--- src/rtl/sfx_arbiter.sv ---
// sfx_arbiter: priority arbiter that picks which sound-effect track the player should play
module sfx_arbiter #(
    parameter int               N_EVT     = 4,
    parameter int               SEL_W     = 4,
    parameter logic [N_EVT-1:0] LOOP_MASK = 4'b1000,
    parameter int               RETRIG    = 1
) (
    input  logic             MCLK,
    input  logic             resetN,
    input  logic             onOff,
    input  logic [N_EVT-1:0] evt,
    input  logic             theme_ended,
    output logic [SEL_W-1:0] select,
    output logic             new_trackN,
    output logic             busy,
    output logic [7:0]       overrun_cnt
);
    typedef enum logic {IDLE, PLAY} state_t;
    state_t state, state_n;
    logic [SEL_W-1:0] cur, cur_n, select_n, win, gsel;
    logic [N_EVT-1:0] pend, pend_n, evt_q, cur_oh, rise, fresh, req, ovr, grant_oh;
    logic [7:0] cnt_n;
    logic new_trackN_n, blank_q, hi_req, cur_loop, shot_play, retrig, te_ok, grant, to_idle;

    // Request qualification, winner selection and next-state/output decision
    always_comb begin
        cur_oh = '0;
        win = '0;
        hi_req = 1'b0;
        grant_oh = '0;
        cnt_n = overrun_cnt;
        for (int i = 0; i < N_EVT; i++) cur_oh[i] = (cur == SEL_W'(i));
        cur_loop = |(cur_oh & LOOP_MASK);
        shot_play = (state == PLAY) && !cur_loop;
        rise = evt & ~evt_q & ~LOOP_MASK;
        fresh = rise & ~(shot_play ? cur_oh : '0);
        req = (evt & LOOP_MASK) | pend | fresh;
        ovr = fresh & pend;
        for (int i = N_EVT - 1; i >= 0; i--) if (req[i]) win = SEL_W'(i);
        for (int i = 0; i < N_EVT; i++) if (req[i] && SEL_W'(i) < cur) hi_req = 1'b1;
        retrig = shot_play && (RETRIG != 0) && |(rise & cur_oh);
        te_ok = theme_ended && new_trackN && !blank_q;
        grant = 1'b0;
        gsel = win;
        to_idle = 1'b0;
        if (state == IDLE) begin
            grant = |req;
        end else if (hi_req) begin
            grant = 1'b1;
        end else if (retrig) begin
            grant = 1'b1;
            gsel = cur;
        end else if (cur_loop && !(|(evt & cur_oh))) begin
            grant = |req;
            to_idle = ~|req;
        end else if (te_ok) begin
            grant = cur_loop || |req;
            gsel = cur_loop ? cur : win;
            to_idle = !cur_loop && ~|req;
        end
        for (int i = 0; i < N_EVT; i++) grant_oh[i] = grant && (gsel == SEL_W'(i));
        pend_n = (pend | fresh) & ~grant_oh;
        state_n = grant ? PLAY : (to_idle ? IDLE : state);
        cur_n = grant ? gsel : cur;
        select_n = grant ? gsel + SEL_W'(1) : (to_idle ? '0 : select);
        new_trackN_n = !grant;
        for (int i = 0; i < N_EVT; i++) if (ovr[i] && cnt_n != 8'hFF) cnt_n = cnt_n + 8'd1;
        if (!onOff) begin
            state_n = IDLE;
            cur_n = '0;
            select_n = '0;
            new_trackN_n = 1'b1;
            pend_n = '0;
            cnt_n = overrun_cnt;
        end
    end

    // State and registered outputs; stale theme_ended is masked for one cycle after each pulse
    always_ff @(posedge MCLK or negedge resetN) begin
        if (!resetN) begin
            state <= IDLE;
            cur <= '0;
            pend <= '0;
            evt_q <= '0;
            select <= '0;
            new_trackN <= 1'b1;
            busy <= 1'b0;
            blank_q <= 1'b0;
            overrun_cnt <= '0;
        end else begin
            state <= state_n;
            cur <= cur_n;
            pend <= pend_n;
            evt_q <= evt;
            select <= select_n;
            new_trackN <= new_trackN_n;
            busy <= (state_n == PLAY);
            blank_q <= !new_trackN;
            overrun_cnt <= cnt_n;
        end
    end
endmodule
--- config.mk ---
export PLATFORM = sky130hd
export DESIGN_NAME = sfx_arbiter
export DESIGN_NICKNAME = d
export VERILOG_FILES = /design/src/rtl/sfx_arbiter.sv
export SDC_FILE = /design/constraint.sdc
export NUM_CORES = 1
export LEC_CHECK = 0
export ABC_AREA = 1
export CORE_MARGIN = 2
export CORE_UTILIZATION = 30
export CTS_BUF_LIST = sky130_fd_sc_hd__clkbuf_2
export CTS_CLUSTER_SIZE = 24
export DETAILED_ROUTE_END_ITERATION = 16
export PLACE_DENSITY = 0.52
export SYNTH_ARGS = -nofsm -noshare
export SYNTH_HDL_FRONTEND = slang
export SYNTH_SLANG_ARGS = --single-unit
--- constraint.sdc ---
create_clock -name MCLK -period 2.87 [get_ports MCLK]
set_input_delay 0.287 -clock MCLK [delete_from_list [all_inputs] [get_ports MCLK]]
set_output_delay 0.287 -clock MCLK [all_outputs]
set_load 0.02 [all_outputs]
==> impl_metrics.csv <==
group,metric,value,unit
finish,drive_gt1_frac,0.287,
floorplan,die_area,8260,µm²
cts,cts_buffer_depth,2,
global_route,grt_max_degree,27,
finish,final_core_util,0.451,
synth,ys_top_cells_by_count,"nand2_1 (107), inv_1 (53), nor2_1 (41)",
drt,avgViaCountPerCell,4.54,
synth,ys_types,31,
placement,place_area,3060,µm²
cts,holdBufCountCts,0,
finish,postLayoutCellArea,3290,µm²
floorplan,coreArea,7290,µm²
critical_path,crit_fanout,6,
floorplan,row_count,31,
drt,drt_pass1_iterations,4,
finish,fin_nets,447,
critical_path,cp_common_cell,"nand2_4",
synth,synth-seq-cells,26,
power,ir_worst_vdd,364,µV
drt,wl_per_cell,12.1,µm
worst_hold_path,hp-class,"in2async",
sta,max_slew_margin,0.701,
synth,netlist_instances,357,
synth,netlist_area,2260,µm²
cts,cts_htree_levels,1,
finish,num-fill-cells,790,
synth,yosys_warnings,0,
critical_path,worstPathCellList,"ha_4 > nand2_4 > nor2_4 > nand2_1 > nand2_1 > nor2_2 > buf_6 > nand2_4 > nand2_4 > ha_4 > nand3_4 > nor2_4 > nand3_4 > nand2_8 > nand2_4 > nand2_4 > ha_4 > nand3_4 > nor2_4 > nand3_4 > nand2_4 > nand2_1 > nand3_1 > nand2_1",
cts,clkTransAtPathRegs,0.25,ns
sta,setup_ws,0.117,ns
floorplan,ioPinCount,22,
global_route,grt_pass1_wl,10900,µm
drt,vias,2425,
cts,cts_tree,"done",
cts,cts_root_buf,"clkbuf_2",
sta,hold_violations,0,
sta,tightest_slew,0.445,ns
placement,finalWeightedCongestion,0.862,
critical_path,required,3.15,ns
finish,multi_input_area,1600,µm²
sta,rsz0062_at_grt,"true",
floorplan,die_w,90.9,µm
power,p_per_area,887,nW/µm²
drt,drc,0,
floorplan,dieHeight,90.9,µm
sta,fin_crit_sh,0.959,
sta,setup_violations,0,
global_route,antenna_found_initial,0,
placement,hpwl,5130,µm
critical_path,critical_path_class,"reg2reg",
finish,insertedDiodeCount,0,
finish,layout.area.seq,654,µm²
critical_path,slowest_delay,0.48,ns
placement,portBuffers,21,
synth,syn_nets,368,
drt,wl,6450,µm
sta,fin_skew,0.00653,ns
placement,place_ws,-0.177,ns
synth,netlist.area_leader.share,0.276,
critical_path,worst_r2r_startpoint,"overrun_cnt[0]",
critical_path,rr_worst_depth,24,
critical_path,reg2reg_setup_slack,0.12,ns
sta,min_period,2.75,ns
synth,synth_edf_count,0,
sta,slew_violations,0,
critical_path,worst_ep_arrival_time,3.03,ns
sta,whs,0.251,ns
synth,yosysTopAreaCell,"dfrtp_1",
cts,clock_latency,0.35,ns
critical_path,startpoint_type,"flip-flop",
synth,synth_area_leaders,"dfrtp_1 (28%), nand2_1 (18%), nand3_1 (8.8%)",
power,p_leak,1.61,nW
synth,ys_seq_area_frac,0.288,
sta,max_freq,363,MHz
synth,async_flop_share,1.00,
global_route,track_usage,0.158,
synth,yosysMostFrequentCell,"nand2_1",
global_route,grt_pass1_vias,2344,
critical_path,crit_path_end_kind,"flip-flop",
synth,synth-main-ff-cell,"dfrtp_1",
global_route,grt.overflow.total,0,
finish,area_growth,45.2,%
floorplan,initial_utilization,0.311,
drt,ant_nets,0,
flow_run,max_cap_violations,0,
synth,syn_area_per_cell,6.34,µm²
critical_path,cp_slowest_cell,"dfrtp_2",
cts,cts-buffers-inserted,3,
drt,drt_iter0_drc,105,
status,status,"completed",
cts,clock-sinks,26,
critical_path,crit_start,"overrun_cnt[0]",
-- path summary, 6_finish.rpt --
path	to
worst min-delay path	blank_q
worst min register to register	blank_q
min in group MCLK	evt_q[2]
max in group asynchronous	new_trackN
worst max-delay path	overrun_cnt[0]
worst max register to register	overrun_cnt[0]
-- sequential cells by signal (all words and copies together) (netlist names) --
register	cells
blank_q	1
cur	4
evt_q	3
new_trackN	1
overrun_cnt	8
pend	4
select	4
state	1
-- worst max-delay path: cells and delay by family (launching register included) --
| family | cells | cell delay (ns) |
|---|---|---|
| AND/OR/NAND/NOR | 20 | 1.60 |
| flip-flops | 1 | 0.48 |
| buffers and inverters | 1 | 0.14 |
| adder cells (fa/ha/maj) | 3 | 0.46 |
-- cells in the final DEF (no fill, tap or decap), types with 2 or more instances in the layout --
master and n:
nand2_1 95, buf_4 56, inv_1 52, nand3_1 37, nor2_1 34, dfrtp_1 23, clkdlybuf4s50_1 21, nand2_4 15
nand2_2 13, nor2_4 12, nand4_1 12, o21ai_0 10, nor2_2 5, nor3_1 5, nand3_4 4, o21ai_1 4
a21oi_2 3, xor2_1 3, xnor2_1 3, ha_4 3, clkbuf_2 3, o21bai_1 2, nand3b_1 2, o22ai_1 2
a21oi_1 2, dfrtp_2 2
-- report_power, final --
group / internal, mW / leakage (nW) / switching (mW) / total, mW
sequential: 0.479 / 0.331 / 0.0599 / 0.539
clock: 0.120 / 0.0266 / 0.110 / 0.230
combinational: 0.905 / 1.25 / 1.25 / 2.15
total: 1.50 / 1.61 / 1.42 / 2.92
-- cell type report --
class,count,share of cell area
sequential,26,0.199
timing repair buffer,79,0.201
clock inverter,1,0.00913
inverter,54,0.0631
clock buffer,3,0.00456
multi-input combinational,272,0.485
tap,99,0.0377
-- metal layers --
metal / routed length [µm] / GRT usage
met2: 2950 / 0.258
met4: 75 / 0.0278
met1: 3240 / 0.225
met3: 186 / 0.0234
met5: 0 / 0
-- cell families (layout without fill, tap and decap cells) --
logic type | Yosys count | in the layout | synth area share
buffers and inverters | 59 | 137 | 0.104
DFF | 26 | 26 | 0.288
xor gates and xnor gates | 6 | 6 | 0.0232
AOI/OAI and AO/OA | 27 | 27 | 0.0691
adders and majority gates | 3 | 3 | 0.0166
and+or+nand+nor | 236 | 236 | 0.499
-- metrics by stage --
stage	cells	TNS [ns]	power, mW
6_report	534	0	2.92
4_1_cts	527	0	2.78
5_1_grt	534	-0.389	3.17
2_1_floorplan	357	-0.127	1.72
3_5_place_dp	523	-1.15	2.53
3_3_place_gp	523	-0.734	2.53
-- repair_timing --
item	4_1_cts	5_1_grt
resized for setup	2	35
buffers inserted	0	7
pin swaps	0	25
endpoints found under the setup margin	8	18
(Power assumes the default switching activity.)
